`src/rtl/uart_cmd_parser.sv`:
```
// UART command frame parser: SYNC, OP, ARG_HI, ARG_LO, CSUM (CSUM = OP ^ ARG_HI ^ ARG_LO).
// Decoded commands are presented on a valid/ready handshake; line, checksum, timeout and overrun events are counted.
module uart_cmd_parser #(
    parameter logic [7:0]  SYNC_BYTE      = 8'hA5,
    parameter logic [15:0] TIMEOUT_CYCLES = 16'd50000
) (
    input  logic        PCLK,
    input  logic        PRESETN,
    input  logic [7:0]  RX_DATA,
    input  logic        RX_VALID,
    input  logic        PARITY_ERR,
    input  logic        FRAMING_ERR,
    output logic        CMD_VALID,
    input  logic        CMD_READY,
    output logic [7:0]  CMD_OP,
    output logic [15:0] CMD_ARG,
    output logic        BUSY,
    output logic [7:0]  CSUM_ERR_CNT,
    output logic [7:0]  LINE_ERR_CNT,
    output logic [7:0]  TIMEOUT_CNT,
    output logic [7:0]  OVERRUN_CNT
);

    typedef enum logic [2:0] {
        S_IDLE,
        S_OP,
        S_ARG_HI,
        S_ARG_LO,
        S_CSUM,
        S_HOLD
    } state_t;

    state_t      state;
    state_t      state_next;
    logic [7:0]  op_sh;
    logic [7:0]  hi_sh;
    logic [7:0]  lo_sh;
    logic [15:0] timer;

    logic line_err;
    logic is_sync;
    logic csum_ok;
    logic timer_expired;
    logic in_frame;

    logic load_op;
    logic load_hi;
    logic load_lo;
    logic load_cmd;
    logic inc_csum;
    logic inc_line;
    logic inc_timeout;
    logic inc_overrun;

    assign line_err      = PARITY_ERR | FRAMING_ERR;
    assign is_sync       = RX_VALID && !line_err && (RX_DATA == SYNC_BYTE);
    assign csum_ok       = ((op_sh ^ hi_sh ^ lo_sh) == RX_DATA);
    assign timer_expired = (timer == (TIMEOUT_CYCLES - 16'd1));
    assign in_frame      = (state == S_OP) || (state == S_ARG_HI) ||
                           (state == S_ARG_LO) || (state == S_CSUM);
    assign BUSY          = (state != S_IDLE);

    always_comb begin
        state_next  = state;
        load_op     = 1'b0;
        load_hi     = 1'b0;
        load_lo     = 1'b0;
        load_cmd    = 1'b0;
        inc_csum    = 1'b0;
        inc_line    = 1'b0;
        inc_timeout = 1'b0;
        inc_overrun = 1'b0;

        case (state)
            S_IDLE: begin
                if (is_sync) begin
                    state_next = S_OP;
                end
            end
            S_OP, S_ARG_HI, S_ARG_LO, S_CSUM: begin
                // A byte arriving on the expiry cycle takes priority over the timeout.
                if (RX_VALID) begin
                    if (line_err) begin
                        state_next = S_IDLE;
                        inc_line   = 1'b1;
                    end else begin
                        case (state)
                            S_OP: begin
                                load_op    = 1'b1;
                                state_next = S_ARG_HI;
                            end
                            S_ARG_HI: begin
                                load_hi    = 1'b1;
                                state_next = S_ARG_LO;
                            end
                            S_ARG_LO: begin
                                load_lo    = 1'b1;
                                state_next = S_CSUM;
                            end
                            default: begin
                                if (csum_ok) begin
                                    load_cmd   = 1'b1;
                                    state_next = S_HOLD;
                                end else begin
                                    inc_csum   = 1'b1;
                                    state_next = S_IDLE;
                                end
                            end
                        endcase
                    end
                end else if (timer_expired) begin
                    state_next  = S_IDLE;
                    inc_timeout = 1'b1;
                end
            end
            S_HOLD: begin
                // Accepting the command frees the parser, so a same-cycle byte gets idle treatment.
                if (CMD_READY) begin
                    state_next = is_sync ? S_OP : S_IDLE;
                end else if (RX_VALID) begin
                    inc_overrun = 1'b1;
                end
            end
            default: begin
                state_next = S_IDLE;
            end
        endcase
    end

    always_ff @(posedge PCLK) begin
        if (!PRESETN) begin
            state <= S_IDLE;
        end else begin
            state <= state_next;
        end
    end

    always_ff @(posedge PCLK) begin
        if (!PRESETN) begin
            op_sh     <= 8'h00;
            hi_sh     <= 8'h00;
            lo_sh     <= 8'h00;
            CMD_OP    <= 8'h00;
            CMD_ARG   <= 16'h0000;
            CMD_VALID <= 1'b0;
            timer     <= 16'h0000;
        end else begin
            if (load_op) begin
                op_sh <= RX_DATA;
            end
            if (load_hi) begin
                hi_sh <= RX_DATA;
            end
            if (load_lo) begin
                lo_sh <= RX_DATA;
            end
            if (load_cmd) begin
                CMD_OP  <= op_sh;
                CMD_ARG <= {hi_sh, lo_sh};
            end
            CMD_VALID <= (state_next == S_HOLD);
            if (in_frame && !RX_VALID && !timer_expired) begin
                timer <= timer + 16'd1;
            end else begin
                timer <= 16'h0000;
            end
        end
    end

    // Event counters stick at 8'hFF instead of wrapping.
    always_ff @(posedge PCLK) begin
        if (!PRESETN) begin
            CSUM_ERR_CNT <= 8'h00;
            LINE_ERR_CNT <= 8'h00;
            TIMEOUT_CNT  <= 8'h00;
            OVERRUN_CNT  <= 8'h00;
        end else begin
            if (inc_csum && (CSUM_ERR_CNT != 8'hFF)) begin
                CSUM_ERR_CNT <= CSUM_ERR_CNT + 8'd1;
            end
            if (inc_line && (LINE_ERR_CNT != 8'hFF)) begin
                LINE_ERR_CNT <= LINE_ERR_CNT + 8'd1;
            end
            if (inc_timeout && (TIMEOUT_CNT != 8'hFF)) begin
                TIMEOUT_CNT <= TIMEOUT_CNT + 8'd1;
            end
            if (inc_overrun && (OVERRUN_CNT != 8'hFF)) begin
                OVERRUN_CNT <= OVERRUN_CNT + 8'd1;
            end
        end
    end

endmodule

```
`config.mk`:
```
export PLATFORM = sky130hd
export DESIGN_NAME = uart_cmd_parser
export DESIGN_NICKNAME = d
export VERILOG_FILES = /design/src/rtl/uart_cmd_parser.sv
export SDC_FILE = /design/constraint.sdc
export NUM_CORES = 1
export LEC_CHECK = 0
export ABC_AREA = 1
export CORE_MARGIN = 5
export CORE_UTILIZATION = 49
export CTS_CLUSTER_DIAMETER = 150
export DETAILED_ROUTE_END_ITERATION = 7
export PLACE_DENSITY = 0.76
export SLEW_MARGIN = 10
export SYNTH_ARGS = -nofsm -noshare
export SYNTH_HDL_FRONTEND = slang
export SYNTH_SLANG_ARGS = --single-unit
```
`constraint.sdc`:
```
create_clock -name PCLK -period 1.5 [get_ports PCLK]
set_input_delay 0.225 -clock PCLK [delete_from_list [all_inputs] [get_ports PCLK]]
set_output_delay 0.225 -clock PCLK [all_outputs]
set_load 0.01 [all_outputs]
```
==> results of run 1 <==
[cells by family after synthesis]
group                      after synthesis
buffers and inverters                  122
AOI/OAI and AO/OA                      152
xor gates and xnor gates                22
DFF                                    100
and+or+nand+nor                        247
adders and majority gates                5
[placed cells by master (no fill, tap or decap), types with 15 or more instances in the layout]
cell type / n
a21oi_1: 33
a21oi_2: 38
buf_4: 120
buf_6: 25
dfxtp_1: 50
dfxtp_2: 40
dlygate4sd2_1: 47
dlymetal6s2s_1: 17
inv_1: 73
inv_2: 25
nand2_1: 76
nand2_2: 32
nor2_1: 31
o21ai_0: 26
o21ai_1: 25
o21ai_2: 15
[worst max-delay path by stage]
stage                                      from                     endpoint  slack (ns)
after CTS                   timer[0]$_SDFF_PN0_         timer[15]$_SDFF_PN0_       -0.08
after detailed placement             RX_DATA[3]     CMD_ARG[11]$_SDFFE_PN0P_       -0.51
after global placement               RX_DATA[3]         CMD_VALID$_SDFF_PN0_       -0.46
after global routing      hi_sh[2]$_SDFFE_PN0P_       CMD_OP[6]$_SDFFE_PN0P_       -0.39
after floorplan             timer[0]$_SDFF_PN0_  TIMEOUT_CNT[5]$_SDFFE_PN0P_       -0.01
final                      timer[12]$_SDFF_PN0_  TIMEOUT_CNT[7]$_SDFFE_PN0P_       -0.33
[power by group]
| part | total (uW) | switching [uW] | internal (uW) |
|---|---|---|---|
| sequential | 2630 | 0.0454 | 2630 |
| clock | 1820 | 1050 | 771 |
| combinational | 254 | 161 | 93.4 |
| total | 4700 | 1210 | 3500 |
[stage by stage]
step / instance area (um^2) / hold WS [ns] / power (uW) / utilization / cells
6_report: 7970 / 0.1586 / 4704 / 0.8268 / 1006
5_1_grt: 7970 / 0.1753 / 4804 / 0.8268 / 1006
4_1_cts: 7166 / 0.1752 / 4594 / 0.7434 / 979
2_1_floorplan: 4830 / 0.3527 / 2819 / - / 648
3_3_place_gp: 6505 / 0.4309 / 2912 / 0.6748 / 948
3_5_place_dp: 6505 / 0.4358 / 2917 / 0.6748 / 948
[area by class of cell]
type / count / area (um^2) / area share
clock buffers: 10 / 127.6 / 0.01601
inverters: 106 / 425.4 / 0.05338
clock inverters: 6 / 65.06 / 0.008163
well taps: 133 / 166.4 / 0.02088
repair buffers: 225 / 2062 / 0.2587
flip-flops and latches: 100 / 2090 / 0.2622
multi-input cells: 426 / 3034 / 0.3807
[worst min-delay path, cell delays in order]
cell	delay, ns
buf_2	0.16
o21ai_2	0.07
a21oi_1	0.04
[Yosys cell counts, drive strengths merged, types with 2 or more instances]
| master | n | area share |
|---|---|---|
| nand2 | 122 | 0.10 |
| inv | 105 | 0.082 |
| dfxtp | 100 | 0.42 |
| a21oi | 73 | 0.092 |
| o21ai | 68 | 0.071 |
| nor2 | 57 | 0.052 |
| nand3 | 25 | 0.031 |
| nor3 | 15 | 0.019 |
| xnor2 | 12 | 0.022 |
| clkbuf | 10 | 0.0081 |
| nor4 | 10 | 0.019 |
| xor2 | 10 | 0.018 |
| nand4 | 9 | 0.013 |
| buf | 6 | 0.010 |
| ha | 5 | 0.013 |
| nor3b | 4 | 0.0073 |
| o21a | 4 | 0.0063 |
| a31oi | 2 | 0.0026 |
| o21bai | 2 | 0.0031 |
| or2 | 2 | 0.0026 |
[state kept, by name, indices dropped and copies added, names as in the netlist]
signal	flops
lo_sh	8
CMD_ARG	16
CSUM_ERR_CNT	8
OVERRUN_CNT	8
op_sh	8
timer	16
state	3
TIMEOUT_CNT	8
CMD_VALID	1
CMD_OP	8
hi_sh	8
LINE_ERR_CNT	8
[what timing repair did]
action                     CTS  global route
setup endpoints to repair  113           112
gates cloned                 0             5
buffers inserted            15            24
pin swaps                   34            56
gates resized for setup    186           166
[metal layers]
metal,vias up,part of all wire,track usage
met5,-,0,0
met1,2642,0.36,0.2815
met3,118,0.059,0.03138
li1,2544,-,-
met2,329,0.52,0.4487
met4,0,0.064,0.09017
==> results.json, run 1 <==
{
  "maxSlewViolCount": 0,
  "worstPathArrival_ns": 2.12,
  "nFillCells": 542,
  "end_kind": "flop",
  "area_delta_synth_final_pct": 66.19,
  "leakagePower_uw": 0.003852,
  "fin_crit_sh": 1.221,
  "top_level_ports": 72,
  "clock.fmax_ghz": 0.5462,
  "first_global_vias": 5149,
  "rr_worst_depth": 6,
  "synth_xor_xnor_area_share": 0.04018,
  "dpl.hpwl_um": 9036,
  "setup_viol": 78,
  "synth_cell_types": 42,
  "cp_cell_sequence": "inv_1, nand4_1, nor4_4, nand4_1, nand2b_1, a21oi_1",
  "hold_class": "in -> reg",
  "period_minus_slack_ns": 1.831,
  "die_y_um": 108.9,
  "hold_start": "PRESETN",
  "wire_per_inst_um": 18.63,
  "viasPerCell": 5.599,
  "powerDensity_nw_per_um2": 590.2,
  "synthesis.area_um2": 4796,
  "maxSlewHeadroom": 0.5228,
  "dr_total_vias": 5633,
  "clkTransAtPathRegs_ns": 0.10,
  "numCtsBuffers": 9,
  "synth-compound-area-share": 0.1798,
  "clk_latency_ns": 0.38,
  "ys_async_sr_fraction": 0,
  "core-area_um2": 9639,
  "wl_um": 18740,
  "slowest_stage": "dfxtp_1",
  "dr.pass1.iters": 6,
  "synth_flop_cell": "dfxtp_1",
  "synth_edf_count": 0,
  "path_class": "reg -> reg",
  "yosys.area_share.adder": 0.01304,
  "diodes": 0,
  "synth_simple_gate_area_frac": 0.2481,
  "r2r_start": "timer[12]$_SDFF_PN0_",
  "start_kind": "flop",
  "cp_max_fo": 4,
  "drc_errors": 0,
  "hold_depth": 3,
  "grt_pass1_wl_um": 23330,
  "cts_sinks": 100,
  "io_buffers": 71,
  "tritoncts": "built",
  "grt_overflow": 0,
  "fin_skew_ns": 0.01377,
  "pre_cts_ws_ns": -0.5133,
  "clk_path_buf_depth": 2,
  "rows": 36,
  "syn_avg_cell_area_um2": 7.401,
  "setup_slack_ns": -0.3308,
  "cts_hold_buf": 0,
  "postSynthCellCount": 648,
  "min_to": "TIMEOUT_CNT[3]$_SDFFE_PN0P_",
  "synth_top_family_by_area": "simple AND/OR/NAND/NOR gates",
  "ys_seq_area_frac": 0.4174,
  "slowest_delay_ns": 0.37,
  "crit_buf_inv": 1,
  "rsz0062_at_grt": "yes",
  "muxShareOfSynthArea": 0,
  "path_delay_family": "simple AND/OR/NAND/NOR gates",
  "ff2ff_setup_slack_ns": -0.33,
  "tightest_slew_ns": 0.7151,
  "antenna_found_initial": 0,
  "status": "finished, violations left",
  "synth_fp_nets": 667,
  "root_buffer": "clkbuf_8",
  "drive_above_1_share": 0.4914,
  "crit_cells": 6,
  "ctsHtreeMaxLevel": 3,
  "failed_checks": "setup timing",
  "die_w_um": 108.9,
  "crit_top_cell": "nand4_1",
  "maxCapViolations": 0,
  "final_hold_viol_count": 0,
  "ant_nets": 0,
  "start_util": 0.4975,
  "finalSetupTns_ns": -11.34,
  "yosysWarnings": 0,
  "drt_iter0_markers": 526,
  "rr_endpoint": "TIMEOUT_CNT[7]$_SDFFE_PN0P_",
  "globalplace.congestion": 0.8508,
  "track_usage": 0.2420,
  "synth-seq-cells": 100,
  "grt_max_degree": 48,
  "crit_required_ns": 1.79,
  "ir_drop_mv": 0.4924,
  "fp.dieArea_um2": 11870,
  "fin_nets": 887
}
Power figures use the tool's default switching activity.
==> run 2: changes to the inputs <==
--- a/config.mk
+++ b/config.mk
@@ -7,10 +7,11 @@
 export LEC_CHECK = 0
 export ABC_AREA = 1
 export CORE_MARGIN = 5
-export CORE_UTILIZATION = 49
+export CORE_UTILIZATION = 51
+export CTS_BUF_LIST = sky130_fd_sc_hd__clkbuf_8
 export CTS_CLUSTER_DIAMETER = 150
 export DETAILED_ROUTE_END_ITERATION = 7
-export PLACE_DENSITY = 0.76
+export PLACE_DENSITY = 0.88
 export SLEW_MARGIN = 10
 export SYNTH_ARGS = -nofsm -noshare
 export SYNTH_HDL_FRONTEND = slang
==> results.json, run 2 (synthesis results as in run 1) <==
{
  "status": "finished, violations left",
  "failed_checks": "setup timing",
  "crit_buf_inv": 0,
  "drc_errors": 0,
  "dr_total_vias": 5505,
  "top_level_ports": 72,
  "clkTransAtPathRegs_ns": 0.11,
  "setup_slack_ns": -0.3030,
  "finalInstanceArea_um2": 7689,
  "drive_above_1_share": 0.4563,
  "maxSlewHeadroom": 0.5897,
  "worstPathArrival_ns": 2.12,
  "numCtsBuffers": 9,
  "grt_max_degree": 61,
  "finalSetupTns_ns": -10.71,
  "diodes": 0,
  "hold-worst-slack_ns": 0.1912,
  "start_kind": "flop",
  "crit_required_ns": 1.81,
  "clk_latency_ns": 0.38,
  "die_w_um": 107.0,
  "end_kind": "flop",
  "tightest_slew_ns": 0.6148,
  "slowest_stage": "dfxtp_2",
  "ir_drop_mv": 0.5690,
  "rows": 35,
  "cts_sinks": 100,
  "area_delta_synth_final_pct": 60.32,
  "globalplace.congestion": 0.8764,
  "crit_top_cell": "nand2_1",
  "fin_crit_sh": 1.202,
  "first_global_vias": 5223,
  "reg_top3": "CMD_ARG (16), timer (16)",
  "seq_power_share": 0.572,
  "total_power_uw": 4623,
  "dr.pass1.iters": 5,
  "wire_per_inst_um": 17.82,
  "fin_nets": 873,
  "hold_class": "in -> reg",
  "detailed_place.area_um2": 6450,
  "rsz0062_at_grt": "yes",
  "viasPerCell": 5.675,
  "p_sw_uw": 1241,
  "wl_um": 17280,
  "cp_cell_sequence": "xor2_1, nand2_1, nand2_1, nand2_2, nor2_4, nand2_4, nand2_2, nand2_1, nand2_1, nand2_1, nand2_1, nand2_2, nor2_2",
  "fin_skew_ns": 0.01351,
  "ant_nets": 0,
  "ctsHtreeMaxLevel": 3,
  "cp_max_fo": 4,
  "powerDensity_nw_per_um2": 601.3,
  "leakagePower_uw": 0.003581,
  "intPower_uw": 3381,
  "root_buffer": "clkbuf_8",
  "fp.dieArea_um2": 11440,
  "switching_share": 0.2685,
  "final_hold_viol_count": 0,
  "die_y_um": 107.0,
  "slowest_delay_ns": 0.39,
  "start_util": 0.5215,
  "core-area_um2": 9196,
  "grt_pass1_wl_um": 23870,
  "maxCapViolations": 0,
  "drt_iter0_markers": 335,
  "clock.fmax_ghz": 0.5546,
  "p_comb_frac": 0.059,
  "maxSlewViolCount": 0,
  "path_class": "reg -> reg",
  "clk_path_buf_depth": 2,
  "path_delay_family": "simple AND/OR/NAND/NOR gates",
  "antenna_found_initial": 0,
  "cts_hold_buf": 0,
  "dpl.hpwl_um": 9650,
  "io_buffers": 71,
  "tritoncts": "built",
  "grt_overflow": 0,
  "layout_common_cells": "buf_4 (118), nand2_1 (87), inv_1 (76)",
  "track_usage": 0.2555,
  "period_minus_slack_ns": 1.803,
  "final_common_cell": "buf_4",
  "setup_viol": 62,
  "clockPowerShare": 0.369
}
==> run 2: worst min-delay path, stage by stage <==
cell     delay [ns]
buf_2          0.20
o21ai_2        0.09
a21oi_1        0.04
==> run 2: worst paths after layout <==
check        cells after the start             startpoint                     endpoint  slack, ns
max                             13  op_sh[0]$_SDFFE_PN0P_         CMD_VALID$_SDFF_PN0_      -0.30
min                              3                PRESETN  OVERRUN_CNT[0]$_SDFFE_PN0P_       0.19
max reg2reg                     13  op_sh[0]$_SDFFE_PN0P_         CMD_VALID$_SDFF_PN0_      -0.30
min reg2reg                      1    timer[0]$_SDFF_PN0_          timer[0]$_SDFF_PN0_       0.45
==> run 2: metrics by stage <==
step | std cells | setup slack (ns) | utilization
after global placement | 924 | -0.4755 | 0.7014
after global routing | 970 | -0.3778 | 0.8361
final | 970 | -0.3030 | 0.8361
after detailed placement | 924 | -0.6790 | 0.7014
after floorplan | 648 | -0.01282 | -
after CTS | 952 | -0.1293 | 0.7645
==> run 2: layout make-up <==
cell class | count | area, um^2
Sequential cell | 100 | 2071
Clock buffer | 9 | 123.9
Tap cell | 111 | 138.9
Timing Repair inverter | 1 | 6.256
Multi-Input combinational cell | 426 | 3017
Inverter | 106 | 417.9
Clock inverter | 7 | 60.06
Fill cell | 467 | 1508
Timing Repair Buffer | 210 | 1854
==> run 2: per-layer routing <==
layer,vias to the layer above,share of wire,global-route usage
met4,0,0.065,0.1233
met3,110,0.058,0.04275
met1,2579,0.36,0.2721
met5,-,0,0
li1,2513,-,-
met2,303,0.52,0.4838
==> run 2: power by group through the flow <==
stage | Clock [uW] | Sequential, uW | Combinational [uW]
after floorplan | 0 | 2710 | 104
after CTS | 1680 | 2650 | 213
after global placement | 0 | 2710 | 196
after detailed placement | 0 | 2710 | 205
after global routing | 1820 | 2640 | 289
final | 1710 | 2640 | 272
==> run 2: what timing repair did <==
action | CTS | global route
resized for setup | 178 | 131
cloned | 2 | 2
setup endpoints to repair | 115 | 99
pin swaps | 26 | 41
setup buffers | 10 | 17
==> run 3: changes to the inputs <==
--- a/config.mk
+++ b/config.mk
@@ -6,12 +6,13 @@
 export NUM_CORES = 1
 export LEC_CHECK = 0
 export ABC_AREA = 1
+export ABC_CLOCK_PERIOD_IN_PS = 1900
 export CORE_MARGIN = 5
-export CORE_UTILIZATION = 51
+export CORE_UTILIZATION = 56
 export CTS_BUF_LIST = sky130_fd_sc_hd__clkbuf_8
 export CTS_CLUSTER_DIAMETER = 150
 export DETAILED_ROUTE_END_ITERATION = 7
-export PLACE_DENSITY = 0.88
+export PLACE_DENSITY = 0.91
 export SLEW_MARGIN = 10
 export SYNTH_ARGS = -nofsm -noshare
 export SYNTH_HDL_FRONTEND = slang
==> constraint.sdc (replaced) <==
create_clock -name PCLK -period 1.9 [get_ports PCLK]
set_input_delay 0.285 -clock PCLK [delete_from_list [all_inputs] [get_ports PCLK]]
set_output_delay 0.285 -clock PCLK [all_outputs]
set_load 0.01 [all_outputs]
==> results.json, run 3 (synthesis results as in run 1) <==
{
  "status": "finished, final reports clean",
  "crit_buf_inv": 1,
  "root_buffer": "clkbuf_8",
  "grt_overflow": 0,
  "die_w_um": 102.5,
  "cp_max_fo": 5,
  "slowest_delay_ns": 0.56,
  "fin_crit_sh": 0.9470,
  "reg_top3": "CMD_ARG (16), timer (16)",
  "finalSetupTns_ns": 0,
  "leakagePower_uw": 0.002287,
  "diodes": 0,
  "rows": 33,
  "cts_hold_buf": 0,
  "final_hold_viol_count": 0,
  "worstPathArrival_ns": 1.51,
  "setup_slack_ns": 0.1008,
  "final_common_cell": "nand2_1",
  "rsz0062_at_grt": "yes",
  "tritoncts": "built",
  "track_usage": 0.2244,
  "drive_above_1_share": 0.1488,
  "dr.pass1.iters": 5,
  "multi_input_area_um2": 2346,
  "maxCapViolations": 0,
  "dpl.hpwl_um": 8533,
  "ir_drop_mv": 0.4815,
  "dr_total_vias": 4501,
  "top_level_ports": 72,
  "antenna_found_initial": 0,
  "cp_cell_sequence": "nor2_1, nand2_1, clkdlybuf4s50_1",
  "clk_path_buf_depth": 2,
  "wire_per_inst_um": 13.57,
  "finalInstanceArea_um2": 5977,
  "die_y_um": 102.5,
  "detailed_place.area_um2": 5753,
  "pre_cts_ws_ns": -0.2153,
  "globalplace.congestion": 0.9318,
  "ant_nets": 0,
  "clkTransAtPathRegs_ns": 0.08,
  "area_delta_synth_final_pct": 24.63,
  "clk_latency_ns": 0.36,
  "met1_length_um": 4845,
  "ctsHtreeMaxLevel": 3,
  "fp.dieArea_um2": 10510,
  "wl_um": 11550,
  "routed-wl-met2_um": 5854,
  "setup_viol": 0,
  "grt_pass1_wl_um": 19150,
  "path_class": "reg -> out",
  "crit_required_ns": 1.62,
  "slowest_stage": "clkdlybuf4s50_1",
  "routed-wl-met3_um": 627,
  "maxSlewViolCount": 0,
  "path_delay_family": "buffers and inverters",
  "numCtsBuffers": 9,
  "top_layer": "met4",
  "end_kind": "primary output",
  "core-area_um2": 8299,
  "cts_sinks": 100,
  "start_util": 0.5779,
  "layout_common_cells": "nand2_1 (114), dfxtp_1 (98), inv_1 (95)",
  "tightest_slew_ns": 0.5662,
  "io_buffers": 71,
  "final-seq-area_um2": 2004,
  "nFillCells": 630,
  "hold_class": "in -> reg",
  "fin_skew_ns": 0.01336,
  "maxSlewHeadroom": 0.6221,
  "fin_nets": 761,
  "clock.fmax_ghz": 0.5558,
  "period_minus_slack_ns": 1.799,
  "first_global_vias": 4325,
  "start_kind": "flop",
  "drt_iter0_markers": 180,
  "drc_errors": 0,
  "grt_max_degree": 56,
  "powerDensity_nw_per_um2": 579.0,
  "viasPerCell": 5.289
}
[run 3: final cells by class]
| cell class | count | area share |
|---|---|---|
| multi-input cells | 426 | 0.3925 |
| flip-flops and latches | 100 | 0.3354 |
| repair buffers | 99 | 0.1553 |
| inverters | 106 | 0.06678 |
| clock buffers | 10 | 0.02303 |
| well taps | 105 | 0.02198 |
| clock inverters | 5 | 0.005024 |
[run 3: final timing paths]
path | startpoint | endpoint | slack, ns | cells after the start
min | PRESETN | LINE_ERR_CNT[4]$_SDFFE_PN0P_ | 0.34 | 3
max | state[1]$_SDFF_PN0_ | BUSY | 0.10 | 3
max reg2reg | timer[0]$_SDFF_PN0_ | TIMEOUT_CNT[7]$_SDFFE_PN0P_ | 0.14 | 8
min reg2reg | CMD_ARG[11]$_SDFFE_PN0P_ | CMD_ARG[11]$_SDFFE_PN0P_ | 0.45 | 2
[run 3: tightest hold or removal path, delay by kind of cell]
| family | cells | cell delay (ns) |
|---|---|---|
| buf+inv | 1 | 0.22 |
| simple gates | 2 | 0.15 |
[run 3: through the flow]
step,power (uW),util,hold WS [ns],instances
after detailed placement,2298,0.6932,0.4424,834
after global routing,3602,0.7202,0.3324,851
after CTS,3479,0.7134,0.3116,849
final,3461,0.7202,0.3406,851
after floorplan,2225,-,0.4127,648
after global placement,2294,0.6932,0.4301,834
[run 3: power by group]
group / switching (uW) / internal [uW]
registers: 0.0293 / 2090
logic: 93.1 / 66.7
clock network: 709 / 499
[run 3: timing repair]
action                     CTS  global route
gates resized for setup      0             8
setup endpoints to repair    0            16
buffers inserted             0             2
[run 3: per-layer routing]
metal	GRT usage	vias to the layer above
met3	0.05277	20
met4	0.07467	0
met2	0.3982	128
met1	0.2662	2066
li1	-	2287
met5	0	-
